[src/rtl/vrf_loader_pkg.sv]
// Shared definitions for the VRF loader: FSM state encoding and lane-width helper.
// VRF geometry normally comes from the existing MVU includes; fallbacks apply only when those are absent.
`ifndef VRF_DWIDTH
`define VRF_DWIDTH 128
`endif
`ifndef VRF_AWIDTH
`define VRF_AWIDTH 4
`endif

package vrf_loader_pkg;

   typedef enum logic [1:0] {
      ST_IDLE = 2'd0,
      ST_LOAD = 2'd1,
      ST_DONE = 2'd2
   } state_e;

   function automatic int unsigned lane_bits(input int unsigned lanes);
      return (lanes > 1) ? $clog2(lanes) : 1;
   endfunction

endpackage

[src/rtl/vrf_row_packer.sv]
// Packs IN_WIDTH beats into LANES-wide rows, first beat in the LSBs; a flush
// zero-pads the unused upper lanes and emits the partial row immediately.
module vrf_row_packer
   import vrf_loader_pkg::*;
#(
   parameter int unsigned IN_WIDTH = 32,
   parameter int unsigned LANES    = 4
) (
   input  logic                      clk,
   input  logic                      rst,
   input  logic                      beat_i,
   input  logic [IN_WIDTH-1:0]       data_i,
   input  logic                      flush_i,
   output logic                      row_full_o,
   output logic                      row_valid_o,
   output logic [LANES*IN_WIDTH-1:0] row_data_o
);

   localparam int unsigned LW = lane_bits(LANES);
   localparam int unsigned RW = LANES * IN_WIDTH;

   logic [LW-1:0] lane_q, lane_d;
   logic [RW-1:0] acc_q, acc_d, row_q, row_d, ins_s;
   logic          vld_q, vld_d;

   assign row_full_o  = (lane_q == LW'(LANES - 1));
   assign row_valid_o = vld_q;
   assign row_data_o  = row_q;

   // Insert the incoming beat; the accumulator is kept zeroed past the fill point, so padding is free.
   always_comb begin
      ins_s = acc_q;
      ins_s[lane_q*IN_WIDTH +: IN_WIDTH] = data_i;
      acc_d  = acc_q;
      lane_d = lane_q;
      row_d  = row_q;
      vld_d  = 1'b0;
      if (beat_i) begin
         if (row_full_o || flush_i) begin
            row_d  = ins_s;
            vld_d  = 1'b1;
            acc_d  = '0;
            lane_d = '0;
         end else begin
            acc_d  = ins_s;
            lane_d = lane_q + LW'(1);
         end
      end else begin
         vld_d = 1'b0;
      end
   end

   always_ff @(posedge clk or posedge rst) begin
      if (rst) begin
         lane_q <= '0;
         acc_q  <= '0;
         row_q  <= '0;
         vld_q  <= 1'b0;
      end else begin
         lane_q <= lane_d;
         acc_q  <= acc_d;
         row_q  <= row_d;
         vld_q  <= vld_d;
      end
   end

endmodule

[src/rtl/vrf_loader.sv]
// Streams beats into MVU VRF rows starting at cfg_base, pulsing done when the block is loaded.
// Optional feature: define VRF_LOADER_AUTOSTART_EN to drive the MVU start pulse from here.
module vrf_loader
   import vrf_loader_pkg::*;
#(
   parameter int unsigned IN_WIDTH   = 32,
   parameter int unsigned VRF_DWIDTH = `VRF_DWIDTH,
   parameter int unsigned VRF_AWIDTH = `VRF_AWIDTH
) (
   input  logic                  clk,
   input  logic                  rst,
   input  logic                  cfg_valid,
   output logic                  cfg_ready,
   input  logic [VRF_AWIDTH-1:0] cfg_base,
   input  logic [VRF_AWIDTH:0]   cfg_rows,
   input  logic                  in_valid,
   output logic                  in_ready,
   input  logic [IN_WIDTH-1:0]   in_data,
   input  logic                  in_last,
   output logic                  vec_we,
   output logic [VRF_AWIDTH-1:0] vrf_wr_addr,
   output logic [VRF_DWIDTH-1:0] vec,
   output logic                  busy,
   output logic                  done,
   output logic                  short_load,
   output logic                  start
);

   localparam int unsigned LANES = VRF_DWIDTH / IN_WIDTH;

   state_e                state_q, state_d;
   logic [VRF_AWIDTH:0]   rows_q, rows_d;
   logic [VRF_AWIDTH-1:0] ptr_q, ptr_d, addr_q, addr_d;
   logic                  short_q, short_d;
   logic                  beat_s, row_full_s;

   vrf_row_packer #(
      .IN_WIDTH (IN_WIDTH),
      .LANES    (LANES)
   ) u_packer (
      .clk         (clk),
      .rst         (rst),
      .beat_i      (beat_s),
      .data_i      (in_data),
      .flush_i     (in_last),
      .row_full_o  (row_full_s),
      .row_valid_o (vec_we),
      .row_data_o  (vec)
   );

   // rows_q==0 inside LOAD is the one-cycle drain that lines done up after the final write.
   always_comb begin
      state_d = state_q;
      rows_d  = rows_q;
      ptr_d   = ptr_q;
      addr_d  = addr_q;
      short_d = short_q;
      beat_s  = 1'b0;
      case (state_q)
         ST_IDLE: begin
            if (cfg_valid) begin
               rows_d  = cfg_rows;
               ptr_d   = cfg_base;
               short_d = 1'b0;
               state_d = (cfg_rows == '0) ? ST_DONE : ST_LOAD;
            end else begin
               state_d = ST_IDLE;
            end
         end
         ST_LOAD: begin
            if (rows_q == '0) begin
               state_d = ST_DONE;
            end else if (in_valid) begin
               beat_s = 1'b1;
               if (row_full_s || in_last) begin
                  addr_d  = ptr_q;
                  ptr_d   = ptr_q + VRF_AWIDTH'(1);
                  rows_d  = in_last ? '0 : (rows_q - (VRF_AWIDTH+1)'(1));
                  short_d = in_last & ~((rows_q == (VRF_AWIDTH+1)'(1)) & row_full_s);
               end else begin
                  rows_d = rows_q;
               end
            end else begin
               beat_s = 1'b0;
            end
         end
         ST_DONE: state_d = ST_IDLE;
         default: state_d = ST_IDLE;
      endcase
   end

   always_ff @(posedge clk or posedge rst) begin
      if (rst) begin
         state_q <= ST_IDLE;
         rows_q  <= '0;
         ptr_q   <= '0;
         addr_q  <= '0;
         short_q <= 1'b0;
      end else begin
         state_q <= state_d;
         rows_q  <= rows_d;
         ptr_q   <= ptr_d;
         addr_q  <= addr_d;
         short_q <= short_d;
      end
   end

   assign cfg_ready   = (state_q == ST_IDLE);
   assign in_ready    = (state_q == ST_LOAD) && (rows_q != '0);
   assign busy        = (state_q == ST_LOAD) || (state_q == ST_DONE);
   assign done        = (state_q == ST_DONE);
   assign short_load  = short_q;
   assign vrf_wr_addr = addr_q;

`ifdef VRF_LOADER_AUTOSTART_EN
   logic zero_q;

   always_ff @(posedge clk or posedge rst) begin
      if (rst) begin
         zero_q <= 1'b0;
      end else if ((state_q == ST_IDLE) && cfg_valid) begin
         zero_q <= (cfg_rows == '0);
      end else begin
         zero_q <= zero_q;
      end
   end

   assign start = done & ~short_q & ~zero_q;
`else
   assign start = 1'b0;
`endif

endmodule

[config.mk]
export PLATFORM = sky130hd
export DESIGN_NAME = vrf_loader
export DESIGN_NICKNAME = d
export VERILOG_FILES = /design/src/rtl/vrf_loader_pkg.sv /design/src/rtl/vrf_row_packer.sv /design/src/rtl/vrf_loader.sv
export SDC_FILE = /design/constraint.sdc
export NUM_CORES = 1
export LEC_CHECK = 0
export BUFFER_PORTS_ARGS = -buffer_cell sky130_fd_sc_hd__clkbuf_2
export CORE_MARGIN = 10
export CORE_UTILIZATION = 50
export CTS_CLUSTER_SIZE = 28
export DETAILED_ROUTE_END_ITERATION = 8
export GPL_ROUTABILITY_DRIVEN = 0
export MAX_ROUTING_LAYER = met4
export PLACE_DENSITY = 0.72
export SKIP_CTS_REPAIR_TIMING = 1
export SYNTH_ARGS = -nofsm -noshare
export SYNTH_HDL_FRONTEND = slang
export SYNTH_HIERARCHICAL = 1
export SYNTH_SLANG_ARGS = --single-unit
export TNS_END_PERCENT = 50
[constraint.sdc]
create_clock -name clk -period 12.2 [get_ports clk]
set_input_delay 2.44 -clock clk [delete_from_list [all_inputs] [get_ports clk]]
set_output_delay 2.44 -clock clk [all_outputs]
set_load 0.02 [all_outputs]
# Yosys cells after proc, flatten, opt, wreduce, memory -nomap -nowiden

Cells that the tools add are included.

Bits in registers: 275
Input port bits: 46
Output and inout bits: 139
Word-level logic and storage cells: 67

Add/subtract/negate cells: 4
Equal/unequal tests: 9
Shift-type cells: 2
Multiplexer cells: 28
Bitwise gates (word level): 4
Reduce and logical (&&, ||, !) cells: 11

Operator list:

| operator                                                                   | count |
|---|---|
| 128-bit bitwise mux                                                        | 1 |
| 128-bit two-way mux                                                        | 1 |
| 32-bit by 34-bit variable shift with 128-bit output (first input constant) | 1 |
| 32-bit by 34-bit variable part select with 128-bit output                  | 1 |
| 7-bit negation with 34-bit output                                          | 1 |
| 5-bit two-way mux                                                          | 5 |
| 4-bit two-way mux                                                          | 4 |
| 5-bit zero test                                                            | 2 |
| 2-bit != test (second input constant)                                      | 5 |
| 5-bit case mux with 2 select lines                                         | 1 |
| 1-bit two-way mux                                                          | 9 |
| 2-bit two-way mux                                                          | 4 |
| 4-bit case mux with 2 select lines                                         | 1 |
| 5-bit by 1-bit == test with 1-bit output (second input constant)           | 1 |
| 5-bit AND reduction                                                        | 1 |
| 5-bit nonzero test                                                         | 1 |
| 5-bit by 1-bit subtractor with 5-bit output (second input constant)        | 1 |
| 4-bit by 1-bit adder with 4-bit output (second input constant)             | 1 |
| 2-bit == test (second input constant)                                      | 2 |
| 2-bit case mux with 2 select lines                                         | 1 |
| 4-bit AND reduction                                                        | 1 |
| 2-bit by 1-bit adder with 2-bit output (second input constant)             | 1 |
| 1-bit bitwise AND                                                          | 2 |
| 2-bit by 1-bit == test with 1-bit output (second input constant)           | 1 |
| other kinds (7)                                                            | 9 |

# Logic depth before layout (Yosys ltp)

Gate-level depths: netlist of run 1.

Depth in word-level cells: 8
Gate-level depth with buffers: 11
Depth with buffers taken out: 9

# By module

Netlist of run 1, hierarchy kept.

By module, submodules not included:

| module         | instances | cells each | area each (µm²) | seq. area each (µm²) |
|---|---|---|---|---|
| vrf_row_packer | 1         | 934        | 10632.7         | 6481.2 |
| vrf_loader     | 1         | 99         | 982.2           | 400.4 |

# Worst setup path after synthesis of run 1

Ideal clock, no wire load.

Path kind: input to register
Start: input in_valid
End: register u_packer.acc_q[0]
Setup time: 121 ps
Data arrival time: 3512 ps
Data required time: 12079 ps
Path slack: 8567 ps
Stages on the path: 7
Buffers on the path: 3
Path through: and2_1 > nor3b_1 > buf_2 > and2_1 > buf_4 > buf_6 > a22o_1

Word-level cells in the longest chain between the ends: 3

RTL lines:

| element              | line                 | text |
|---|---|---|
| from (decl)          | vrf_loader.sv:16     | `input logic in_valid,` |
| 1-bit two-way mux    | vrf_loader.sv:73     | `end else if (in_valid) begin` |
| 1-bit two-way mux    | vrf_loader.sv:71     | `if (rows_q == '0) begin` |
| 1-bit two-way mux    | vrf_loader.sv:59     | `case (state_q)` |
| to (signal assigned) | vrf_row_packer.sv:56 | `acc_q <= '0;` |
| to (signal assigned) | vrf_row_packer.sv:61 | `acc_q <= acc_d;` |
| to (decl)            | vrf_row_packer.sv:23 | `logic [RW-1:0] acc_q, acc_d, row_q, row_d, ins_s;` |

Every way passes these cells.
A chain may end at the register's enable or synchronous reset.

# Final worst setup path of run 1

Start: register state_q[1]
End: output in_ready

Word-level cells in the longest chain between the ends: 2

RTL lines:

| element                                  | line              | text |
|---|---|---|
| from (decl)                              | vrf_loader.sv:31  | `state_e state_q, state_d;` |
| from (signal assigned)                   | vrf_loader.sv:100 | `state_q <= state_d;` |
| 2-bit by 1-bit == test with 1-bit output | vrf_loader.sv:109 | `assign in_ready = (state_q == ST_LOAD) && (rows_q != '0);` |
| 1-bit logical AND                        | vrf_loader.sv:109 |  |
| to (decl)                                | vrf_loader.sv:17  | `output logic in_ready,` |

Every way passes these cells.

==> metrics.txt, run 1 <==
# TYPE chip_impl_metric gauge
chip_impl_info{name="outcome",value="completed"} 1
chip_impl_metric{name="slew_headroom",unit="%"} 14.4
chip_impl_metric{name="core",unit="um2"} 22800
chip_impl_info{name="biggest_area_consumer_among_synthesized_cells",value="sky130_fd_sc_hd__dfrtp_1"} 1
chip_impl_metric{name="cts_num_sinks",unit=""} 275
chip_impl_metric{name="count_of_max_cap_constraint_violations",unit=""} 0
chip_impl_metric{name="p_comb_share",unit="%"} 31.1
chip_impl_metric{name="placement.setup.worst_slack",unit="ps"} 7200
chip_impl_metric{name="switchingPower",unit="mW"} 1.16
chip_impl_info{name="worstSetupStartpointType",value="register"} 1
chip_impl_metric{name="first_global_vias",unit=""} 9230
chip_impl_metric{name="finalWorstSetupSlack",unit="ps"} 7460
chip_impl_metric{name="grt_util_met2",unit="%"} 35.9
chip_impl_info{name="worstReg2RegStart",value="state_q[1]"} 1
chip_impl_metric{name="internal_power",unit="mW"} 1.94
chip_impl_metric{name="detailroute.via_count",unit=""} 9309
chip_impl_metric{name="globalRoute.totalOverflow",unit=""} 0
chip_impl_metric{name="synth_top_area_share",unit="%"} 59.2
chip_impl_info{name="yosys-top-cells-area",value="sky130_fd_sc_hd__dfrtp_1 (59%), sky130_fd_sc_hd__a32o_1 (8.4%), sky130_fd_sc_hd__o211ai_1 (4.3%)"} 1
chip_impl_metric{name="fp.dieArea",unit="um2"} 29700
chip_impl_metric{name="drt-vias-per-instance",unit=""} 6.25
chip_impl_metric{name="report.final.slew_viol_count",unit=""} 0
chip_impl_info{name="most-common-layout-cells",value="sky130_fd_sc_hd__dfrtp_1 (275), sky130_fd_sc_hd__clkbuf_2 (183), sky130_fd_sc_hd__nor2_1 (121)"} 1
chip_impl_metric{name="routed_wl",unit="um"} 33900
chip_impl_metric{name="synthesis.instances",unit=""} 1033
chip_impl_metric{name="clock_buffer_depth",unit=""} 3
chip_impl_metric{name="design.portCount",unit=""} 185
chip_impl_metric{name="synthesis.yosys.warnings",unit=""} 6
chip_impl_metric{name="worst_setup_hold_path_clk_slew",unit="ps"} 60
chip_impl_metric{name="crit_required",unit="ps"} 9760
chip_impl_info{name="timing.hold.worst_endpoint",value="u_packer/acc_q[76]"} 1
chip_impl_metric{name="power.switching_fraction",unit="%"} 37.3
chip_impl_metric{name="postSynthNetCount",unit=""} 1091
chip_impl_info{name="crit_type",value="reg -> out"} 1
chip_impl_metric{name="grt_pass1_wl",unit="um"} 53000
chip_impl_metric{name="dr.first_iter.drc_count",unit=""} 1118
chip_impl_metric{name="std_cell_rows",unit=""} 55
chip_impl_metric{name="synth_seq_cells",unit=""} 275
chip_impl_metric{name="number_of_inserted_diodes",unit=""} 0
chip_impl_metric{name="gr-usage-all-layers",unit="%"} 23.1
chip_impl_info{name="yosys_most_used_dff",value="sky130_fd_sc_hd__dfrtp_1"} 1
chip_impl_info{name="critical-path-top-cell-by-count",value="sky130_fd_sc_hd__inv_1"} 1
chip_impl_metric{name="timing.setup.tns",unit="ps"} 0
chip_impl_metric{name="seq_power_share",unit="%"} 40.3
chip_impl_metric{name="async_reset_ff_share",unit="%"} 100
chip_impl_info{name="critical_path_cell_sequence",value="inv_1, ha_1, inv_1, nor2_1, clkbuf_2"} 1
chip_impl_metric{name="final_layout_size_suffix_gt1_share",unit="%"} 22.4
chip_impl_info{name="crit-reg2reg-capture",value="u_packer/row_data_o[111]"} 1
chip_impl_metric{name="crit_path_max_cell_delay",unit="ps"} 470
chip_impl_metric{name="cts_inserted_buffers",unit=""} 29
chip_impl_metric{name="final.setup_skew",unit="ps"} 11.6
chip_impl_info{name="grt-busiest-layer",value="met2"} 1
chip_impl_metric{name="ys_seq_area_share",unit="%"} 59.2
chip_impl_metric{name="timing.final.setup_violations",unit=""} 0
chip_impl_metric{name="total_leakage_power",unit="nW"} 6.23
chip_impl_metric{name="first_pass_iters",unit=""} 5
chip_impl_metric{name="die_height",unit="um"} 172
chip_impl_info{name="clock_tree.root_cell",value="sky130_fd_sc_hd__clkbuf_16"} 1
chip_impl_metric{name="synth.distinct_cells",unit=""} 48
chip_impl_metric{name="grt_start_max_net_pins",unit=""} 119
chip_impl_metric{name="setup.reg_to_reg.worst_slack",unit="ps"} 8110
chip_impl_info{name="setup_repair_after_global_routing_missed_its_margin",value="false"} 1
chip_impl_metric{name="start_util",unit="%"} 51.0
chip_impl_metric{name="vdd_ir_drop_max",unit="uV"} 150
chip_impl_metric{name="worstPathArrival",unit="ps"} 2300
chip_impl_metric{name="synthesis.area",unit="um2"} 11600
chip_impl_metric{name="synth.avg_cell_area",unit="um2"} 11.2
chip_impl_metric{name="hold_path_depth",unit=""} 1
chip_impl_metric{name="htree_num_levels",unit=""} 1
chip_impl_metric{name="die_w",unit="um"} 172
chip_impl_metric{name="p_clk_share",unit="%"} 28.7
chip_impl_metric{name="worstMarginPinSlew",unit="ps"} 1280
chip_impl_info{name="timing.critical_path.to_type",value="primary output"} 1
chip_impl_metric{name="clock_network_latency_to_the_later_pin_of_the_worst_skew_pair",unit="ps"} 550
chip_impl_metric{name="finalCritPeriodShare",unit="%"} 38.8
chip_impl_metric{name="power.density_cell_area",unit="nW/um2"} 228
chip_impl_metric{name="wl_per_cell",unit="um"} 22.8
chip_impl_info{name="tritoncts",value="yes"} 1
chip_impl_metric{name="final_nets",unit=""} 1214
chip_impl_info{name="layout_commonest_cell",value="sky130_fd_sc_hd__dfrtp_1"} 1
chip_impl_metric{name="fin_util",unit="%"} 59.6
chip_impl_metric{name="use_met3",unit="%"} 4.67
chip_impl_metric{name="timing.reg2reg.worst_path_depth",unit=""} 10
chip_impl_metric{name="drc",unit=""} 0
chip_impl_metric{name="ant_nets",unit=""} 0
chip_impl_metric{name="dp_hpwl",unit="um"} 21700
chip_impl_info{name="slowest_stage_cell_crit_path",value="sky130_fd_sc_hd__ha_1"} 1
chip_impl_info{name="hold_path.class",value="reg -> reg"} 1
chip_impl_metric{name="cp_max_fo",unit=""} 15
chip_impl_metric{name="gr-usage-met1",unit="%"} 31.0
chip_impl_metric{name="period_needed",unit="ps"} 4740
chip_impl_metric{name="antenna_found_initial",unit=""} 0
chip_impl_metric{name="hold_viol",unit=""} 0
chip_impl_metric{name="power_consumption",unit="mW"} 3.10
chip_impl_metric{name="worst_hold_check_slack",unit="ps"} 491
chip_impl_metric{name="portBuffers",unit=""} 183
chip_impl_metric{name="max_clock_freq",unit="GHz"} 0.211
chip_impl_info{name="hold_start",value="u_packer/acc_q[76]"} 1
chip_impl_metric{name="number_of_synthesized_flops_with_an_enable_pin",unit=""} 0
chip_impl_metric{name="syn_to_final_growth",unit="%"} 16.9
metrics by stage:
stage / instance area (um2) / std cells
floorplan: 11600 / 1033
global placement: 12600 / 1438
detailed placement: 12600 / 1438
CTS: 13600 / 1489
global route: 13600 / 1489
finish: 13600 / 1489
worst max-delay path: cells and delay by family, from the launching register on:
| family | cells | cell delay [ps] |
|---|---|---|
| adders and majority gates | 1 | 470 |
| buffers and inverters | 3 | 550 |
| and+or+nand+nor | 1 | 320 |
| DFF | 1 | 400 |
how the worst max path moves through the flow:
stage / start / to / slack [ps] / depth (start not counted)
2_1_floorplan: rst / u_packer/acc_q[0] / 2630 / 1
3_3_place_gp: in_valid / u_packer/row_data_o[44] / 7270 / 7
3_5_place_dp: in_valid / u_packer/row_data_o[39] / 7200 / 7
4_1_cts: state_q[1] / in_ready / 7450 / 5
5_1_grt: state_q[1] / in_ready / 7310 / 5
6_report: state_q[1] / in_ready / 7460 / 5
cell usage after synthesis, types with 14 or more instances:
master	number
sky130_fd_sc_hd__a32o_1	97
sky130_fd_sc_hd__buf_1	17
sky130_fd_sc_hd__buf_2	39
sky130_fd_sc_hd__inv_1	15
sky130_fd_sc_hd__nand2_1	95
sky130_fd_sc_hd__nand3_1	70
sky130_fd_sc_hd__o21ai_0	15
sky130_fd_sc_hd__a22o_1	32
sky130_fd_sc_hd__a21oi_1	14
sky130_fd_sc_hd__nor2_1	121
sky130_fd_sc_hd__clkbuf_1	44
sky130_fd_sc_hd__dfrtp_1	275
sky130_fd_sc_hd__o211ai_1	66
sky130_fd_sc_hd__a221oi_1	52
registers in the layout, summed over array words and instances, names as in the netlist:
signal and flops:
u_packer/lane_q 2, rows_q 5, vrf_wr_addr 4, state_q 2, ptr_q 4, short_load 1
u_packer/acc_q 128, u_packer/row_valid_o 1, u_packer/row_data_o 128
kinds of logic after synthesis:
kind of cell	after synthesis	share of synthesized area, %
multiplexers	11	1.03
AO/OA/AOI/OAI	298	21.6
flip-flops	275	59.2
AND/OR/NAND/NOR	313	12.0
other	1	0.0323
adder cells (fa/ha/maj)	12	1.29
buffers and inverters	123	4.78
power groups by stage:
stage	sequential, mW	combinational (mW)	clock [mW]
finish	1.25	0.963	0.888
global route	1.27	1.06	0.943
CTS	1.25	0.973	0.905
detailed placement	1.26	0.966	0
global placement	1.25	0.961	0
floorplan	1.41	0.491	0
routing by layer:
layer,part of all wire [%],vias up
li1,-,4126
met1,43,4731
met2,47,402
met3,8.5,50
met4,1.7,0
met5,0,-
cell type report:
class	instances	area, um2
repair buffers	199	1040
clock buffers	42	855
flip-flops and latches	275	6880
well taps	313	392
inverters	16	70.1
clock inverters	9	115
multi-input cells	635	4230
fillers	1920	9200
No activity file was read; power rests on OpenSTA's default activity.
==> run 2: changes to the inputs <==
clock period = 4.6 ns   (was 12.2 ns; I/O delays follow)
==> run 2 against run 1 <==
Critical path depth up 5; non-clock buffer count up 5; hold slack worse by 110 ps.
==> metrics.txt, run 2 (same netlist as run 1, synthesis figures left out) <==
# TYPE chip_impl_metric gauge
chip_impl_metric{name="internal_power",unit="mW"} 5.47
chip_impl_info{name="timing.critical_path.to_type",value="register"} 1
chip_impl_metric{name="power.switching_fraction",unit="%"} 36.2
chip_impl_metric{name="report.final.slew_viol_count",unit=""} 0
chip_impl_metric{name="cts_inserted_buffers",unit=""} 28
chip_impl_metric{name="final_layout_size_suffix_gt1_share",unit="%"} 22.8
chip_impl_metric{name="timing.setup.tns",unit="ps"} 0
chip_impl_metric{name="count_of_max_cap_constraint_violations",unit=""} 0
chip_impl_metric{name="final_nets",unit=""} 1218
chip_impl_metric{name="dr.first_iter.drc_count",unit=""} 921
chip_impl_metric{name="vdd_ir_drop_max",unit="uV"} 439
chip_impl_metric{name="timing.final.setup_violations",unit=""} 0
chip_impl_metric{name="finalCritPeriodShare",unit="%"} 71.9
chip_impl_metric{name="finalWorstSetupSlack",unit="ps"} 1290
chip_impl_metric{name="hold_viol",unit=""} 0
chip_impl_metric{name="syn_to_final_growth",unit="%"} 18.5
chip_impl_info{name="hold_path.class",value="in -> async"} 1
chip_impl_metric{name="power_consumption",unit="mW"} 8.57
chip_impl_metric{name="dp_hpwl",unit="um"} 21800
chip_impl_metric{name="power.density_cell_area",unit="nW/um2"} 622
chip_impl_metric{name="placement.setup.worst_slack",unit="ps"} 1320
chip_impl_metric{name="seq_power_share",unit="%"} 38.6
chip_impl_metric{name="die_w",unit="um"} 172
chip_impl_metric{name="fin_cells",unit=""} 1495
chip_impl_metric{name="die_height",unit="um"} 172
chip_impl_metric{name="std_cell_rows",unit=""} 55
chip_impl_metric{name="period_needed",unit="ps"} 3310
chip_impl_metric{name="worstPathArrival",unit="ps"} 3760
chip_impl_metric{name="drt-vias-per-instance",unit=""} 6.17
chip_impl_metric{name="first_global_vias",unit=""} 9373
chip_impl_metric{name="detailroute.via_count",unit=""} 9218
chip_impl_info{name="most-common-layout-cells",value="sky130_fd_sc_hd__dfrtp_1 (275), sky130_fd_sc_hd__clkbuf_2 (183), sky130_fd_sc_hd__nor2_1 (121)"} 1
chip_impl_metric{name="ant_nets",unit=""} 0
chip_impl_metric{name="htree_num_levels",unit=""} 1
chip_impl_metric{name="design.portCount",unit=""} 185
chip_impl_metric{name="p_comb_share",unit="%"} 30.4
chip_impl_metric{name="cp_max_fo",unit=""} 83
chip_impl_info{name="layout_commonest_cell",value="sky130_fd_sc_hd__dfrtp_1"} 1
chip_impl_metric{name="drc",unit=""} 0
chip_impl_metric{name="number_of_inserted_diodes",unit=""} 0
chip_impl_info{name="worstSetupStartpointType",value="register"} 1
chip_impl_metric{name="cts_num_sinks",unit=""} 275
chip_impl_metric{name="fp.dieArea",unit="um2"} 29700
chip_impl_metric{name="grt_start_max_net_pins",unit=""} 168
chip_impl_info{name="crit_type",value="reg -> reg"} 1
chip_impl_info{name="tritoncts",value="yes"} 1
chip_impl_info{name="setup_repair_after_global_routing_missed_its_margin",value="false"} 1
chip_impl_metric{name="globalRoute.totalOverflow",unit=""} 0
chip_impl_metric{name="gr-usage-all-layers",unit="%"} 23.3
chip_impl_metric{name="switchingPower",unit="mW"} 3.10
chip_impl_metric{name="clock_buffer_depth",unit=""} 3
chip_impl_metric{name="routed_wl",unit="um"} 34100
chip_impl_metric{name="max_clock_freq",unit="GHz"} 0.302
chip_impl_metric{name="worstMarginPinSlew",unit="ps"} 1180
chip_impl_metric{name="worst_setup_hold_path_clk_slew",unit="ps"} 60
chip_impl_metric{name="clock_network_latency_to_the_later_pin_of_the_worst_skew_pair",unit="ps"} 540
chip_impl_metric{name="crit_required",unit="ps"} 5050
chip_impl_metric{name="numPlacedInstances",unit=""} 1443
chip_impl_metric{name="slew_headroom",unit="%"} 21.4
chip_impl_metric{name="portBuffers",unit=""} 183
chip_impl_metric{name="first_pass_iters",unit=""} 5
chip_impl_metric{name="start_util",unit="%"} 51.0
chip_impl_info{name="outcome",value="completed"} 1
chip_impl_metric{name="antenna_found_initial",unit=""} 0
chip_impl_metric{name="grt_pass1_wl",unit="um"} 53200
chip_impl_metric{name="p_clk_share",unit="%"} 30.9
chip_impl_metric{name="core",unit="um2"} 22800
chip_impl_metric{name="wl_per_cell",unit="um"} 22.8
chip_impl_info{name="clock_tree.root_cell",value="sky130_fd_sc_hd__clkbuf_16"} 1
chip_impl_metric{name="final.setup_skew",unit="ps"} 9.80
chip_impl_metric{name="total_leakage_power",unit="nW"} 6.33
-- run 2: power by group through the flow --
stage               combinational [mW]  sequential, mW  clock, mW
finish                            2.61            3.31       2.65
global route                      2.84            3.38       2.79
CTS                               2.64            3.31       2.68
detailed placement                2.62            3.34          0
global placement                  2.58            3.33          0
floorplan                         1.30            3.73          0
-- run 2: final timing paths --
| kind | startpoint | cells after the start | endpoint | slack (ps) |
|---|---|---|---|---|
| max | rows_q[0] | 10 | u_packer/row_data_o[127] | 1290 |
| min | rst | 2 | u_packer/acc_q[90] | 380 |
| max reg2reg | rows_q[0] | 10 | u_packer/row_data_o[127] | 1290 |
| min reg2reg | vrf_wr_addr[0] | 2 | vrf_wr_addr[0] | 480 |
| max in group asynchronous | rst | 3 | u_packer/row_data_o[44] | 2980 |
| min in group clk | vrf_wr_addr[0] | 2 | vrf_wr_addr[0] | 480 |
-- run 2: critical path, stage by stage (launching register included) --
cell                       delay, ps
sky130_fd_sc_hd__dfrtp_1         410
sky130_fd_sc_hd__inv_1           100
sky130_fd_sc_hd__ha_1            220
sky130_fd_sc_hd__nor4b_4         350
sky130_fd_sc_hd__nor2_1          140
sky130_fd_sc_hd__and2_1          320
sky130_fd_sc_hd__o21ai_4         130
sky130_fd_sc_hd__buf_4           730
sky130_fd_sc_hd__buf_4           530
sky130_fd_sc_hd__nand2_1         130
sky130_fd_sc_hd__o211ai_1        120
-- run 2: per-stage QoR --
| stage | hold WS (ps) | instance area (um2) | utilization (%) |
|---|---|---|---|
| after detailed placement | 470 | 12700 | 55.7 |
| after global routing | 394 | 13800 | 60.4 |
| after global placement | 461 | 12700 | 55.7 |
| final | 383 | 13800 | 60.4 |
| after floorplan | 465 | 11600 | - |
| after CTS | 385 | 13800 | 60.4 |
-- run 2: area by class of cell --
class | count | area (um2)
multi-input cells | 635 | 4240
well taps | 313 | 392
clock buffers | 39 | 823
clock inverters | 13 | 265
repair buffers | 204 | 1100
flip-flops and latches | 275 | 6880
inverters | 16 | 66.3
fillers | 1874 | 9010
-- run 2: layer usage --
layer | vias up | track usage, % | share of wire [%]
li1 | 4128 | - | -
met1 | 4684 | 30.5 | 43
met2 | 359 | 36.7 | 48
met3 | 47 | 4.08 | 7.2
met4 | 0 | 6.78 | 2.3
met5 | - | - | 0
==> run 3: changes to the inputs <==
PLACE_DENSITY = 0.75   (was 0.72)
clock period = 2.7 ns   (was 4.6 ns; I/O delays follow)
==> run 3 against run 2 <==
Total power increased by 66%; worst setup slack lost 1100 ps; critical path type is now reg -> out; global-route usage shrank 0.49 points; non-clock buffer count increased by 16; largest power group unchanged; sequential power rose by 70%; sequential share of layout area down 0.44 points; clock skew increased by 2.3 ps; register-to-register slack lost 1000 ps; first-iteration DRC count up 7.9%; critical endpoint is now in_ready.
==> metrics.txt, run 3 (same netlist as run 1, synthesis figures left out) <==
# TYPE chip_impl_metric gauge
chip_impl_metric{name="power.density_cell_area",unit="nW/um2"} 1030
chip_impl_metric{name="fin_util",unit="%"} 61.0
chip_impl_metric{name="cts_inserted_buffers",unit=""} 30
chip_impl_metric{name="antenna_found_initial",unit=""} 0
chip_impl_info{name="hold_path.class",value="in -> reg"} 1
chip_impl_info{name="crit_type",value="reg -> out"} 1
chip_impl_metric{name="final_layout_size_suffix_gt1_share",unit="%"} 23.9
chip_impl_info{name="timing.critical_path.to_type",value="primary output"} 1
chip_impl_metric{name="design.portCount",unit=""} 185
chip_impl_metric{name="drc",unit=""} 0
chip_impl_metric{name="finalCritPeriodShare",unit="%"} 94.4
chip_impl_metric{name="drt-vias-per-instance",unit=""} 6.19
chip_impl_metric{name="cp_max_fo",unit=""} 7
chip_impl_metric{name="hold_path_depth",unit=""} 2
chip_impl_metric{name="p_clk_share",unit="%"} 28.7
chip_impl_metric{name="first_global_vias",unit=""} 9310
chip_impl_metric{name="max_clock_freq",unit="GHz"} 0.392
chip_impl_metric{name="slew_headroom",unit="%"} 53.2
chip_impl_metric{name="switchingPower",unit="mW"} 5.25
chip_impl_metric{name="power.switching_fraction",unit="%"} 36.8
chip_impl_metric{name="worst_setup_hold_path_clk_slew",unit="ps"} 60
chip_impl_metric{name="number_of_inserted_diodes",unit=""} 0
chip_impl_metric{name="routed-wl-met2",unit="um"} 16000
chip_impl_metric{name="grt_start_max_net_pins",unit=""} 109
chip_impl_metric{name="grt_pass1_wl",unit="um"} 52700
chip_impl_metric{name="worstPathArrival",unit="ps"} 2010
chip_impl_metric{name="period_needed",unit="ps"} 2550
chip_impl_metric{name="detail_route.wirelength.met1",unit="um"} 14200
chip_impl_metric{name="seq_power_share",unit="%"} 39.6
chip_impl_metric{name="die_w",unit="um"} 172
chip_impl_metric{name="crit_required",unit="ps"} 2160
chip_impl_metric{name="count_of_max_cap_constraint_violations",unit=""} 0
chip_impl_info{name="layout_commonest_cell",value="sky130_fd_sc_hd__dfrtp_1"} 1
chip_impl_info{name="worstReg2RegStart",value="rows_q[0]"} 1
chip_impl_info{name="worstSetupStartpointType",value="register"} 1
chip_impl_metric{name="setup.reg_to_reg.worst_slack",unit="ps"} 260
chip_impl_metric{name="cts_num_sinks",unit=""} 275
chip_impl_info{name="timing.hold.worst_endpoint",value="rows_q[4]"} 1
chip_impl_info{name="slowest_stage_cell_crit_path",value="sky130_fd_sc_hd__dfrtp_1"} 1
chip_impl_metric{name="wl_per_cell",unit="um"} 22.3
chip_impl_metric{name="timing.final.setup_violations",unit=""} 0
chip_impl_info{name="crit-reg2reg-capture",value="u_packer/acc_q[22]"} 1
chip_impl_metric{name="internal_power",unit="mW"} 9.00
chip_impl_info{name="top_routing_layer_in_use",value="met4"} 1
chip_impl_metric{name="detailroute.via_count",unit=""} 9363
chip_impl_info{name="tritoncts",value="yes"} 1
chip_impl_info{name="most-common-layout-cells",value="sky130_fd_sc_hd__dfrtp_1 (275), sky130_fd_sc_hd__clkbuf_2 (183), sky130_fd_sc_hd__nor2_1 (121)"} 1
chip_impl_info{name="clock_tree.root_cell",value="sky130_fd_sc_hd__clkbuf_16"} 1
chip_impl_metric{name="routed_wl",unit="um"} 33700
chip_impl_metric{name="syn_to_final_growth",unit="%"} 19.6
chip_impl_metric{name="p_comb_share",unit="%"} 31.8
chip_impl_metric{name="portBuffers",unit=""} 183
chip_impl_metric{name="globalRoute.totalOverflow",unit=""} 0
chip_impl_metric{name="clock_network_latency_to_the_later_pin_of_the_worst_skew_pair",unit="ps"} 560
chip_impl_metric{name="fp.dieArea",unit="um2"} 29700
chip_impl_metric{name="power_consumption",unit="mW"} 14.2
chip_impl_metric{name="htree_num_levels",unit=""} 1
chip_impl_metric{name="vdd_ir_drop_max",unit="uV"} 761
chip_impl_metric{name="start_util",unit="%"} 51.0
chip_impl_metric{name="gr-usage-all-layers",unit="%"} 22.8
chip_impl_metric{name="clock_buffer_depth",unit=""} 3
chip_impl_info{name="setup_repair_after_global_routing_missed_its_margin",value="false"} 1
chip_impl_metric{name="core",unit="um2"} 22800
chip_impl_metric{name="dr.first_iter.drc_count",unit=""} 994
chip_impl_metric{name="first_pass_iters",unit=""} 5
chip_impl_metric{name="final_nets",unit=""} 1236
chip_impl_metric{name="crit_path_max_cell_delay",unit="ps"} 410
chip_impl_metric{name="die_height",unit="um"} 172
chip_impl_metric{name="report.final.slew_viol_count",unit=""} 0
chip_impl_metric{name="timing.reg2reg.worst_path_depth",unit=""} 9
chip_impl_metric{name="place_area",unit="um2"} 12900
chip_impl_metric{name="dp_hpwl",unit="um"} 22200
chip_impl_metric{name="ant_nets",unit=""} 0
chip_impl_info{name="critical_path_cell_sequence",value="inv_1, ha_2, nor4b_4, nor2_1, buf_4, clkbuf_2"} 1
chip_impl_metric{name="met3RoutedLength",unit="um"} 2640
chip_impl_info{name="hold_start",value="cfg_rows[4]"} 1
chip_impl_metric{name="worstMarginPinSlew",unit="ps"} 701
chip_impl_metric{name="final_design_area_no_fill",unit="um2"} 13900
chip_impl_metric{name="final.setup_skew",unit="ps"} 12.1
chip_impl_info{name="outcome",value="completed"} 1
chip_impl_metric{name="hold_viol",unit=""} 0
chip_impl_metric{name="total_leakage_power",unit="nW"} 6.40
chip_impl_metric{name="std_cell_rows",unit=""} 55
[run 3: changes by cell type in the layout (fill, tap and decap cells not counted), moves of 2 or more]
cell                        before  now
sky130_fd_sc_hd__buf_4          19   27
sky130_fd_sc_hd__clkbuf_8        6   12
sky130_fd_sc_hd__clkbuf_1        4    6
sky130_fd_sc_hd__clkinv_2        5    2
sky130_fd_sc_hd__bufinv_16       8    1
sky130_fd_sc_hd__buf_12          2    9
[run 3: layout make-up]
| cell class | instances | area, um2 |
|---|---|---|
| fill | 1892 | 8890 |
| sequential | 275 | 6880 |
| multi-input combinational | 635 | 4230 |
| timing repair buffer | 220 | 1310 |
| clock buffer | 48 | 938 |
| tap | 313 | 392 |
| clock inverter | 5 | 67.6 |
| inverter | 16 | 66.3 |
[run 3: metal layers]
metal | vias to the layer above | GRT usage [%]
li1 | 4170 | -
met1 | 4733 | 30.3
met2 | 410 | 35.4
met3 | 50 | 4.01
met4 | 0 | 6.48
met5 | - | -
[run 3: how the worst max path moves through the flow]
stage              start            endpoint  slack, ps  cells after the start
6_report       rows_q[0]            in_ready        150                      6
5_1_grt        rows_q[0]            in_ready         30                      6
4_1_cts        rows_q[0]            in_ready        110                      6
3_5_place_dp   rows_q[0]  u_packer/acc_q[29]        170                      9
3_3_place_gp   rows_q[0]  u_packer/acc_q[16]        260                      9
2_1_floorplan        rst   u_packer/acc_q[0]      -1250                      1
[run 3: worst max-delay path, delay by kind of cell (launching register included)]
kind / cells / cell delay [ps]
fa+ha+maj: 1 / 210
buf+inv: 3 / 400
flops: 1 / 410
simple gates: 2 / 440
[run 3: power groups by stage]
stage	Clock [mW]	Combinational, mW	Sequential [mW]
floorplan	0	2.22	6.35
global placement	0	4.47	5.65
detailed placement	0	4.54	5.68
CTS	4.15	4.56	5.63
global route	4.31	4.96	5.75
finish	4.09	4.52	5.63
[run 3: through the flow]
stage | cells | hold slack, ps | setup TNS, ps | setup WS [ps]
final | 1512 | 251 | 0 | 151
after global routing | 1512 | 259 | 0 | 27.5
after CTS | 1511 | -96.0 | 0 | 113
after detailed placement | 1458 | 475 | 0 | 172
after global placement | 1458 | 465 | 0 | 259
after floorplan | 1033 | 454 | -324680 | -1250
